<file path="config.mk">
export PLATFORM = sky130hd
export DESIGN_NAME = seg_display_arbiter
export DESIGN_NICKNAME = d
export VERILOG_FILES = /design/src/rtl/seg_display_arbiter.sv
export SDC_FILE = /design/constraint.sdc
export NUM_CORES = 1
export LEC_CHECK = 0
export CORE_AREA = 2 2 79 81
export DETAILED_ROUTE_END_ITERATION = 10
export DIE_AREA = 0 0 81 83
export GPL_TIMING_DRIVEN = 0
export PLACE_DENSITY_LB_ADDON = 0.25
export SLEW_MARGIN = 30
export SYNTH_ARGS = -nofsm -noshare
export SYNTH_HDL_FRONTEND = slang
export SYNTH_SLANG_ARGS = --single-unit
</file>
<file path="constraint.sdc">
create_clock -name clk -period 5.35 [get_ports clk]
set_input_delay 0.535 -clock clk [delete_from_list [all_inputs] [get_ports clk]]
set_output_delay 0.535 -clock clk [all_outputs]
set_load 0.05 [all_outputs]
</file>
<file path="src/rtl/seg_display_arbiter.sv">
// Fixed-priority owner of the shared 4-digit 7-segment display. Owners change only
// on frame boundaries; anodes are time-multiplexed and per-digit blink is applied.
module seg_display_arbiter #(
    parameter int SCAN_DIV  = 65536,
    parameter int BLINK_DIV = 64
) (
    input  logic        clk,
    input  logic        reset,
    input  logic [3:0]  req,
    input  logic [15:0] val0,
    input  logic [15:0] val1,
    input  logic [15:0] val2,
    input  logic [15:0] val3,
    input  logic [3:0]  blink0,
    input  logic [3:0]  blink1,
    input  logic [3:0]  blink2,
    input  logic [3:0]  blink3,
    output logic [3:0]  grant,
    output logic [3:0]  anode,
    output logic [3:0]  digit,
    output logic        frame_tick
);

    localparam int CNT_W  = $clog2(SCAN_DIV);
    localparam int FCNT_W = (BLINK_DIV > 1) ? $clog2(BLINK_DIV) : 1;
    localparam logic [CNT_W-1:0]  CNT_LAST  = CNT_W'(SCAN_DIV - 1);
    localparam logic [FCNT_W-1:0] FCNT_LAST = FCNT_W'(BLINK_DIV - 1);

    // Alarm service (bit 3) outranks the others, then bits 0, 1, 2.
    function automatic logic [3:0] pick_winner(input logic [3:0] r);
        logic [3:0] w;
        if (r[3])      w = 4'b1000;
        else if (r[0]) w = 4'b0001;
        else if (r[1]) w = 4'b0010;
        else if (r[2]) w = 4'b0100;
        else           w = 4'b0000;
        return w;
    endfunction

    logic [1:0]        idx_r, idx_s;
    logic [CNT_W-1:0]  cnt_r, cnt_s;
    logic [FCNT_W-1:0] fcnt_r, fcnt_s;
    logic              blink_on_r, blink_on_s;
    logic [3:0]        grant_s, winner_s;
    logic              tick_s;
    logic [15:0]       val_sel_s;
    logic [3:0]        blink_sel_s, nib_s, anode_s, digit_s;
    logic              blank_s;

    assign winner_s = pick_winner(req);

    // Next-state: scan/frame counters, boundary re-arbitration and blink phase.
    always_comb begin
        grant_s    = grant;
        idx_s      = idx_r;
        cnt_s      = cnt_r;
        fcnt_s     = fcnt_r;
        blink_on_s = blink_on_r;
        tick_s     = 1'b0;
        if (grant == 4'b0000) begin
            if (req != 4'b0000) begin
                grant_s    = winner_s;
                idx_s      = 2'd0;
                cnt_s      = '0;
                fcnt_s     = '0;
                blink_on_s = 1'b1;
            end else begin
                grant_s = 4'b0000;
            end
        end else begin
            if (cnt_r == CNT_LAST) begin
                cnt_s = '0;
                idx_s = idx_r + 2'd1;
            end else begin
                cnt_s = cnt_r + CNT_W'(1);
            end
            if ((cnt_r == CNT_LAST) && (idx_r == 2'd3)) begin
                tick_s  = 1'b1;
                grant_s = winner_s;
                if (fcnt_r == FCNT_LAST) begin
                    fcnt_s     = '0;
                    blink_on_s = ~blink_on_r;
                end else begin
                    fcnt_s = fcnt_r + FCNT_W'(1);
                end
                // A new owner always starts with a fresh, visible blink phase.
                if ((winner_s != 4'b0000) && (winner_s != grant)) begin
                    fcnt_s     = '0;
                    blink_on_s = 1'b1;
                end else begin
                    blink_on_s = blink_on_s;
                end
            end else begin
                tick_s = 1'b0;
            end
        end
    end

    // State register.
    always_ff @(posedge clk) begin
        if (reset) begin
            grant      <= 4'b0000;
            idx_r      <= 2'd0;
            cnt_r      <= '0;
            fcnt_r     <= '0;
            blink_on_r <= 1'b1;
        end else begin
            grant      <= grant_s;
            idx_r      <= idx_s;
            cnt_r      <= cnt_s;
            fcnt_r     <= fcnt_s;
            blink_on_r <= blink_on_s;
        end
    end

    // Display selection from the current owner; invalid BCD and blink-off blank the digit.
    always_comb begin
        val_sel_s   = 16'h0000;
        blink_sel_s = 4'b0000;
        case (grant)
            4'b0001: begin val_sel_s = val0; blink_sel_s = blink0; end
            4'b0010: begin val_sel_s = val1; blink_sel_s = blink1; end
            4'b0100: begin val_sel_s = val2; blink_sel_s = blink2; end
            4'b1000: begin val_sel_s = val3; blink_sel_s = blink3; end
            default: begin val_sel_s = 16'h0000; blink_sel_s = 4'b0000; end
        endcase
        nib_s   = val_sel_s[{idx_r, 2'b00} +: 4];
        blank_s = (grant == 4'b0000) || (nib_s > 4'd9) ||
                  (blink_sel_s[idx_r] && !blink_on_r);
        if (blank_s) begin
            anode_s = 4'b1111;
            digit_s = 4'h0;
        end else begin
            anode_s = ~(4'b0001 << idx_r);
            digit_s = nib_s;
        end
    end

    // Output register: display lags the scan state by one cycle.
    always_ff @(posedge clk) begin
        if (reset) begin
            anode      <= 4'b1111;
            digit      <= 4'h0;
            frame_tick <= 1'b0;
        end else begin
            anode      <= anode_s;
            digit      <= digit_s;
            frame_tick <= tick_s;
        end
    end

endmodule

</file>
==> summary.txt <==
CP delay by family, top = simple AND/OR/NAND/NOR gates
Compound-gate portion of the synthesized area = 29.2%
Avg WL per Cell = 17.3 µm
Setup violations, final = 0
Crit end category = flip-flop
Max incr delay on CP = 400 ps
Hold Crit Class = reg2reg
Post-route design area = 3960 µm²
Synth Area in XOR/XNOR = 1.26%
Min Clock Period, post-route = 2500 ps
Hold EP = fcnt_r[1]
Clk network pwr share = 31.4%
Vias in the first global route = 3136
Clk buf depth = 2
Worst min-delay path startpoint = fcnt_r[1]
Achievable Freq = 400 MHz
Power Dens Cells = 202 nW/µm²
Comb pwr share = 31.2%
Num ports = 99
Most frequent CP cell = o21ai_0
Main combinational cell family by area after synthesis = simple AND/OR/NAND/NOR gates
Leak = 0.00146 µW
Share of layout cells above drive strength 1 = 6.13%
Total track usage = 28.1%
GR Overflow Total = 0
H-tree levels = 2
Std cell rows = 28
# fillers = 520
IO Port Bufs = 97
R2r worst-path depth = 8
Clock slew at reported path FFs = 80 ps
Worst Path Buf+Inv = 2
Fin. Hold Viols = 0
Tightest Pin Transition = 711 ps
Ys async rst share = 0%
Final core occ = 68.1%
Sw Share = 30.1%
Drc violations = 0
Starting density of the core = 47.8%
Global-route wire length before repair = 15.1 mm
Mapped Area = 2780 µm²
Routed wire length = 9.22 mm
Critical path's slowest cell = dfxtp_1
Critical path required time = 5540 ps
DP HPWL = 7.01 mm
CP Max Fanout = 10
Max Cap Viol = 0
Antenna cells = 0
PostCTS Resize Cnt = 0
CP startpoint kind = flip-flop
DR pass1 iterations = 5
Fin worst setup slack = 2850 ps
Clock Latency Late Sink = 290 ps
Nets = 549
VDD IR max = 0.158 mV
Register area share after synthesis = 27.3%
Setup TNS = 0 ps
Switching pwr = 241 µW
Post-Synthesis Cells = 353
Top_reg_cell synth = dfxtp_1
Clk_skew = 7.04 ps
Post-Synth Simple-Gate Area = 33.1%
Dominant cell type by area after synthesis = dfxtp_1
Reg power frac = 37.4%
Initial antenna violation count = 0
Die height = 83 µm
Post-synth top area share = 27.3%
Multiplexer share of the synthesized area = 0.719%
Worst Setup Path Type = reg2reg
Synth Warn # = 0
Num CTS Buffers = 5
Most frequent cells in the layout = clkdlybuf4s50_1 (97), dfxtp_1 (38), nor2_1 (32)
Die area = 6720 µm²
Syn Nets = 445
Clock Tree Root = clkbuf_8
Place WS = 2640 ps
Fraction of the mapped netlist area in adder cells = 2.70%
Final Max Slew Viols = 0
Crit path launch = grant[2]
DR iter-0 viols = 340
Synth top area cells = dfxtp_1 (27%), and3b_1 (7.9%), a221oi_1 (6.0%), o21ai_0 (5.0%), a22oi_1 (4.3%)
EDFF count, synth = 0
Hold Path Depth = 2
Int Power = 559 µW
Reg-to-Reg Start = grant[2]
Run status = completed
CTS sink cnt = 38
Slew HR = 52.2%
Yosys cell types = 52
Routability Congestion = 0.891
Mean Syn Cell Area = 7.88 µm²
Post-CTS setup buffers = 0
Worst path cell trace = buf_2, clkbuf_1, and3b_1, o21ai_0, a221oi_1, o21ai_0, nand4_1, or2_1
Pin count of the biggest net entering global routing = 12
Area grow syn2layout = 42.3%
Std-Cell Core Area = 5820 µm²
Post-synthesis register bit count = 38
RSZ-0062 raised after global routing = no
Crit share post-route = 46.8%
Placed cell area = 3850 µm²
Die Span X = 81 µm
Antenna Nets Post-Route = 0
Via/cell ratio = 6.09
Vias = 3240
Post-CTS Hold Buffers = 0
Flop-to-flop setup slack = 2850 ps
Critical Path AT = 2690 ps
CTS tree = built
Reg2reg end = anode[2]
Most common cell after layout, fill and taps aside = clkdlybuf4s50_1
==> through the flow <==
step	power (µW)	hold slack, ps	std cells
2_1_floorplan	442	463	353
3_3_place_gp	545	478	525
3_5_place_dp	551	485	525
6_report	799	498	532
4_1_cts	798	495	532
5_1_grt	836	522	532
==> layer usage <==
metal / GRT usage, % / wire [µm]
met5: 0 / 0
met2: 44.1 / 4260
met1: 39.3 / 4130
met3: 4.02 / 639
met4: 9.09 / 193
==> worst max path at each step <==
stage | endpoint | slack, ps | cells after the start
5_1_grt | anode[2] | 2720 | 8
6_report | anode[2] | 2850 | 8
2_1_floorplan | anode[0] | 3050 | 8
3_3_place_gp | blink_on_r | 2700 | 7
3_5_place_dp | blink_on_r | 2640 | 7
4_1_cts | anode[2] | 2920 | 8
==> cell families after synthesis <==
| logic type | Yosys count |
|---|---|
| compound gates | 117 |
| xor+xnor | 4 |
| fa+ha+maj | 6 |
| buf+inv | 33 |
| flops | 38 |
| mux | 2 |
| simple gates | 153 |
==> worst min-delay path: cells and delay by family, from the launching register on <==
kind / cells / cell delay [ps]
AO/OA/AOI/OAI: 1 / 50
flip-flops: 1 / 340
AND/OR/NAND/NOR: 1 / 60
==> cell type report <==
type                    count  area (µm²)  area share [%]
clock inverters             1        30.0           0.758
flip-flops and latches     38         761            19.2
plain buffers              26         131            3.32
well taps                  75        93.8            2.37
inverters                   7        26.3           0.664
repair buffers             97         971            24.5
multi-input cells         282        1860            47.1
clock buffers               6        82.6            2.09
==> Yosys cell counts (3+ instances only) <==
cell type / count
dfxtp_1: 38
nor2_1: 32
o21ai_0: 28
and3b_1: 25
nand2_1: 23
a221oi_1: 19
a21oi_1: 17
a22oi_1: 16
nand3_1: 15
clkbuf_1: 12
nor3_1: 11
buf_2: 9
nand4_1: 9
a311oi_1: 6
ha_1: 6
inv_1: 6
or2_1: 5
a211oi_1: 4
and2_1: 4
and3_1: 4
nand3b_1: 4
o21ai_1: 4
or3_1: 4
xor2_1: 4
a31oi_1: 3
buf_6: 3
o2111ai_1: 3
or4_1: 3
==> registers in the layout, summed over array words and instances, names as in the netlist <==
name and cells:
cnt_r 16, grant 4, idx_r 2, blink_on_r 1, frame_tick 1, digit 4
fcnt_r 6, anode 4
==> power by group through the flow <==
stage	logic, µW	clock network (µW)	registers [µW]
global placement	240	0	305
finish	249	251	299
floorplan	122	0	320
CTS	246	253	299
detailed placement	245	0	305
global route	270	266	300
(Power assumes the default switching activity.)
